[src/rtl/exec_unit.sv]
// exec_unit: single-issue integer execution unit between the reservation station and the CDB.
// Accepts one instruction when idle, holds the result until the CDB grant, then broadcasts it.
`default_nettype none

module exec_unit #(
  parameter int LAT_MUL = 3
) (
  input  logic        clk,
  input  logic        rst,
  input  logic        OutEn,
  input  logic [4:0]  opOut,
  input  logic [31:0] dataOut1,
  input  logic [31:0] dataOut2,
  input  logic [4:0]  labelOut,
  output logic        EXEable,
  output logic        CDBreq,
  input  logic        CDBgrant,
  output logic        BCEN,
  output logic [4:0]  BClabel,
  output logic [31:0] BCdata
);

  localparam logic [4:0] OP_ADD = 5'd1;
  localparam logic [4:0] OP_SUB = 5'd2;
  localparam logic [4:0] OP_MUL = 5'd3;
  localparam logic [4:0] OP_AND = 5'd4;
  localparam logic [4:0] OP_OR  = 5'd5;
  localparam logic [4:0] OP_SLT = 5'd6;
  localparam int CW = (LAT_MUL > 2) ? $clog2(LAT_MUL) : 1;

  typedef enum logic [1:0] {
    IDLE = 2'd0,
    BUSY = 2'd1,
    DONE = 2'd2
  } state_t;

  state_t          state, state_next;
  logic [CW-1:0]   cnt;
  logic [4:0]      tag;
  logic [31:0]     result;
  logic            accept;
  logic            mul_multi;

  function automatic logic [31:0] alu(input logic [4:0] op, input logic [31:0] a, input logic [31:0] b);
    case (op)
      OP_ADD:  alu = a + b;
      OP_SUB:  alu = a - b;
      OP_MUL:  alu = a * b;
      OP_AND:  alu = a & b;
      OP_OR:   alu = a | b;
      OP_SLT:  alu = {31'd0, ($signed(a) < $signed(b))};
      default: alu = 32'd0;
    endcase
  endfunction

  assign EXEable   = (state == IDLE);
  assign CDBreq    = (state == DONE);
  assign accept    = (state == IDLE) && OutEn;
  assign mul_multi = (opOut == OP_MUL) && (LAT_MUL > 1);

  always_ff @(posedge clk) begin
    if (rst) state <= IDLE;
    else     state <= state_next;
  end

  // A zero tag means nobody is waiting on the value, so completion skips DONE.
  always_comb begin
    state_next = state;
    case (state)
      IDLE: begin
        if (OutEn) begin
          if (mul_multi)             state_next = BUSY;
          else if (labelOut == 5'd0) state_next = IDLE;
          else                       state_next = DONE;
        end
      end
      BUSY: begin
        if (cnt == '0) state_next = (tag == 5'd0) ? IDLE : DONE;
      end
      DONE: begin
        if (CDBgrant) state_next = IDLE;
      end
      default: state_next = IDLE;
    endcase
  end

  always_ff @(posedge clk) begin
    if (rst) begin
      cnt     <= '0;
      tag     <= 5'd0;
      result  <= 32'd0;
      BCEN    <= 1'b0;
      BClabel <= 5'd0;
      BCdata  <= 32'd0;
    end else begin
      BCEN <= (state == DONE) && CDBgrant;
      if ((state == DONE) && CDBgrant) begin
        BClabel <= tag;
        BCdata  <= result;
      end
      if (accept) begin
        tag    <= labelOut;
        result <= alu(opOut, dataOut1, dataOut2);
        if (mul_multi) cnt <= CW'(LAT_MUL - 2);
      end else if ((state == BUSY) && (cnt != '0)) begin
        cnt <= cnt - 1'b1;
      end
    end
  end

endmodule

`default_nettype wire
[config.mk]
export PLATFORM = sky130hd
export DESIGN_NAME = exec_unit
export DESIGN_NICKNAME = d
export VERILOG_FILES = /design/src/rtl/exec_unit.sv
export SDC_FILE = /design/constraint.sdc
export NUM_CORES = 2
export LEC_CHECK = 0
export CORE_MARGIN = 10
export CORE_UTILIZATION = 45
export CTS_CLUSTER_SIZE = 10
export DETAILED_ROUTE_END_ITERATION = 8
export MAX_ROUTING_LAYER = met4
export PLACE_DENSITY_LB_ADDON = 0.15
export RECOVER_POWER = 50
export SYNTH_ARGS = -nofsm -noshare
export SYNTH_HDL_FRONTEND = slang
export SYNTH_SLANG_ARGS = --single-unit
[constraint.sdc]
create_clock -name clk -period 12.4 [get_ports clk]
set_clock_uncertainty 0.2 [all_clocks]
set_input_delay 2.48 -clock clk [delete_from_list [all_inputs] [get_ports clk]]
set_output_delay 2.48 -clock clk [all_outputs]
set_load 0.02 [all_outputs]
# ---- Yosys cells after proc, flatten, opt, wreduce, memory -nomap -nowiden
# Cells that the tools add are included.
# W data, S select, Z words.
dict set report classes {
  n_addsub 3
  multipliers 1
  n_div 0
  order_cmp 1
  eq_ne 12
  shifts 0
  muxes 11
  n_bitwise 2
  n_reduce_logical 11
}
# op n
set op_table {}
lappend op_table {{$pmux W32 S6} 1}
lappend op_table {{$add A32 B32 Y32} 1}
lappend op_table {{$and A32 B32 Y32} 1}
lappend op_table {{$lt A32 B32 Y1} 1}
lappend op_table {{$mul A32 B32 Y32} 1}
lappend op_table {{$or A32 B32 Y32} 1}
lappend op_table {{$sub A32 B32 Y32} 1}
lappend op_table {{$mux W2} 9}
lappend op_table {{$eq A5 B3 Y1 const B} 3}
lappend op_table {{$eq A5 B2 Y1 const B} 2}
lappend op_table {{$logic_not A5 Y1} 2}
lappend op_table {{$pmux W2 S3} 1}
lappend op_table {{$eq A5 B1 Y1 const B} 1}
lappend op_table {{$logic_not A2 Y1} 2}
lappend op_table {{$ne A2 B1 Y1 const B} 2}
lappend op_table {{$ne A2 B2 Y1 const B} 2}
lappend op_table {{$reduce_bool A2 Y1} 2}
lappend op_table {{$logic_and A1 B1 Y1} 3}
lappend op_table {{$reduce_and A3 Y1} 1}
lappend op_table {{$eq A2 B1 Y1 const B} 1}
lappend op_table {{$eq A2 B2 Y1 const B} 1}
lappend op_table {{$reduce_and A2 Y1} 1}
lappend op_table {{$sub A2 B1 Y2 const B} 1}
dict set report word_totals {
  regBits 79
  latchBits 0
  ramBits 0
  romBits 0
  inputBits 78
  word_cells 48
  n_memories 0
}

# ---- Depth between registers and ports, before layout
dict set report logic_depth {
  depth_word 5
  depth_mapped 29
  depth_no_buf 27
}

# ---- Worst setup path before layout
# No wires, ideal clock.
dict set report synth_timing {
  path_kind {input to register}
  from {in dataOut2[2]}
  to {reg result[31]}
  setup_ns 0.126
  arrival_ns 9.326
  t_required_ns 12.074
  setup_slack_ns 2.748
  stages 27
  path_buffers 2
  path_cell_list {clkbuf_1 -> inv_1 -> clkbuf_1 -> nor2_1 -> fa_1 -> inv_1 -> fa_1 -> fa_1 -> fa_1 -> inv_1 -> fa_1 -> inv_1 -> fa_1 -> inv_1 -> fa_1 -> fa_1 -> ha_1 -> nand2_1 -> o32a_2 -> o311a_1 -> nor3b_2 -> or4_4 -> a311oi_2 -> a21oi_1 -> xnor2_1 -> a211oi_1 -> o21ai_1}
}
dict set report synth_between {
  elab_chain_len 2
  word_cells_on_any_way 4
  cone_classes {add/sub (2); mul (1); mux (1)}
}
# element line_no
set synth_lines {}
lappend synth_lines {{start, declared} 13} ;# input logic [31:0] dataOut2,
lappend synth_lines {{$mul A32 B32 Y32 (tied with other cells)} 48} ;# OP_MUL: alu = a * b;
lappend synth_lines {{$pmux W32 S6 (*)} 45} ;# case (op)
lappend synth_lines {{end signal, assigned} 103} ;# result <= alu(opOut, dataOut1, dataOut2);
lappend synth_lines {{end, declared} 40} ;# logic [31:0] result;
# Mark *: on every way between the ends. The rest lies on a longest branch, timed or not.
# A chain may end at the register's enable or synchronous reset.

# ---- Worst setup path in the final report
dict set report layout_timing {
  from {in dataOut2[6]}
  to {reg result[27]}
}
# Same word-level chain as after synthesis.

==> results.ini <==
[synth]
ys.warnings.count=0
synth_top_area_cell=fa_1
synth_cell_types=83
avgSynthCellArea_sq_um=8.161
yosysMostFrequentCell=inv_1
synth_cells=2723
synth-main-ff-cell=dfxtp_1
synthTopCellsByArea=fa_1 (37%), ha_1 (12%), inv_1 (7.8%)
ys_seq_area_frac=0.07117
synth-edff-count=0
synth_nets=3431
ys_ff_latch=79
synth_top_area_share=0.3694
synthArstFlopShare=0
synth_common_cells=inv_1 (460), fa_1 (410), nor2_1 (391)
syn_area_sq_mm=0.02222

[sta]
worst_pin_slew_ps=2918
grt_setup_unrepaired=no
period_needed_ps=10850
slew_viol_final=67
fmax_ghz=0.09221
period_share=0.8746
fin_ws_ps=1555
slew_headroom=-0.9454
hold_viol=0
setup_violations=0
fin_tns_setup_ps=0

[cells_and_area]
fillers=4896
syn_to_final_growth_pct=10.50
fin_cells=3461
nNetsFinal=3496
drive_gt1_frac=0.04404

[worst_setup_path]
cp_max_fo=20
startpoint_type=input port
cp-end-kind=register
arrival_ps=10730
critPathKind=input port to register
cp.required_ps=12280

[grt]
grt_pass1_wl_um=134700
grt.overflow.total=0
antenna_found_initial=4
grt_pass1_vias=21050
grtUsageTotal=0.3120
grt_max_degree=67

[route]
drc=0
vias=20100
wl_per_cell_um=25.68
drtIter0Drc=2020
ant_nets=0
viasPerCell=5.808
drt-pass1-iter-count=6
wl_um=88870

[clock_tree]
root_buffer=clkbuf_16
htreeDepth=3
cts_setup_buffers=0
clock_path_buffers=2
clock-sinks=79
hold_buffers=0
numCtsBuffers=9
path_clk_slew_ps=60
cts_resized=0
clock_latency_ps=340
cts_tree=yes

[place]
io_buffers=117
dp_slack_ps=1444
place_inst=3441
place_congestion=1.008
dp_hpwl_um=71640

[floorplan]
std_cell_rows=81
initial_core_util=0.4549
fp.dieH_um=242.2
core_sq_mm=0.04885
ios=118
dieArea_sq_mm=0.05867
die_x_um=242.2

[hold_path]
hold_class=register to register

[outcome]
violations=max-capacitance violations, max-slew violations
status=complete, but fails checks

[run]
max_cap_viol_count=1

-- critical path, stage by stage --
cell and delay, ps:
clkdlybuf4s50_1 730, inv_1 930, nor2_1 140, fa_1 580
fa_1 440, fa_1 520, inv_1 50, fa_1 480
inv_1 50, fa_1 500, inv_1 50, fa_1 540
inv_1 50, fa_1 490, fa_1 420, ha_1 350
nand2_1 130, o32a_2 170, o311a_1 210, nor3b_2 70
or4_4 530, a31oi_1 260, xor2_1 200, o221ai_1 130
a21oi_1 140, nor3_1 70
-- layout by cell type (no fill, tap or decap), types with 9 or more instances in the layout --
cell             Yosys  routed
a211oi_1            10      10
a21o_1              29      29
a21oi_1            137     137
a221o_1              9       9
a221oi_1            26      26
a22oi_1             10      10
a31oi_1             11      11
buf_4                0      70
clkbuf_16            0       9
clkdlybuf4s50_1      0     100
clkinv_1            13      13
dfxtp_1             79      79
dlygate4sd3_1        0      16
fa_1               410     410
ha_1               220     220
inv_1              460     460
nand2_1            366     366
nand2b_1            14      14
nand3_1             16      15
nor2_1             391     391
nor2b_1             10      10
nor3_1              22      21
o21ai_0             57      57
o21ai_1             11      11
o21bai_1            15      15
o221ai_1            23      23
o22ai_1              9       9
o31ai_1             10      10
xnor2_1             71      71
xor2_1              21      21
-- logic make-up (layout without fill, tap and decap cells) --
| logic type | count (synthesis) | in the layout | synth area share |
|---|---|---|---|
| buf+inv | 612 | 682 | 0.1042 |
| compound gates | 434 | 434 | 0.1328 |
| flops | 79 | 79 | 0.07117 |
| xor+xnor | 92 | 92 | 0.03626 |
| mux | 3 | 3 | 0.001408 |
| simple gates | 873 | 873 | 0.1610 |
| other cells | 0 | 4 | 0 |
| fa+ha+maj | 630 | 630 | 0.4932 |
-- final cells by class --
cell class              instances  area (sq um)  area share
diodes                          4         10.01   0.0004077
clock buffers                  11         242.7    0.009886
clock inverters                 5         57.56    0.002344
inverters                     478          1794     0.07307
multi-input cells            2032         18340      0.7470
flip-flops and latches         79          1582     0.06441
well taps                     664         830.8     0.03384
repair buffers                188          1695     0.06905
-- worst paths after layout --
kind	startpoint	endpoint	slack, ps	cells after the start
worst max-delay path	dataOut2[6]	result[27]	1550	26
worst max register to register	state[0]	result[0]	9050	8
worst min register to register	BCdata[4]	BCdata[4]	250	2
worst min-delay path	BCdata[4]	BCdata[4]	250	2
-- sequential cells by signal, summed over array words and instances, names as in the netlist --
register / cells
tag: 5
result: 32
state: 2
BCEN: 1
BClabel: 5
BCdata: 32
cnt: 2
-- through the flow --
stage | instance area [sq um] | util | hold slack (ps)
6_report | 24550 | 0.5026 | 251.0
5_1_grt | 24550 | 0.5026 | 268.5
4_1_cts | 24550 | 0.5025 | 254.7
3_5_place_dp | 24250 | 0.4964 | 246.5
3_3_place_gp | 24250 | 0.4964 | 242.3
2_1_floorplan | 22220 | - | 224.9
-- per-layer routing --
layer / track usage / share of wire / up-vias
met5: - / 0 / -
met4: 0.1056 / 0.041 / 0
met3: 0.06437 / 0.093 / 196
met2: 0.4951 / 0.46 / 996
met1: 0.3916 / 0.40 / 10190
li1: - / - / 8723
Power is left out: the tool's default activity adds up to more than one toggle a clock period on the data nets, which glitch-free logic cannot reach.
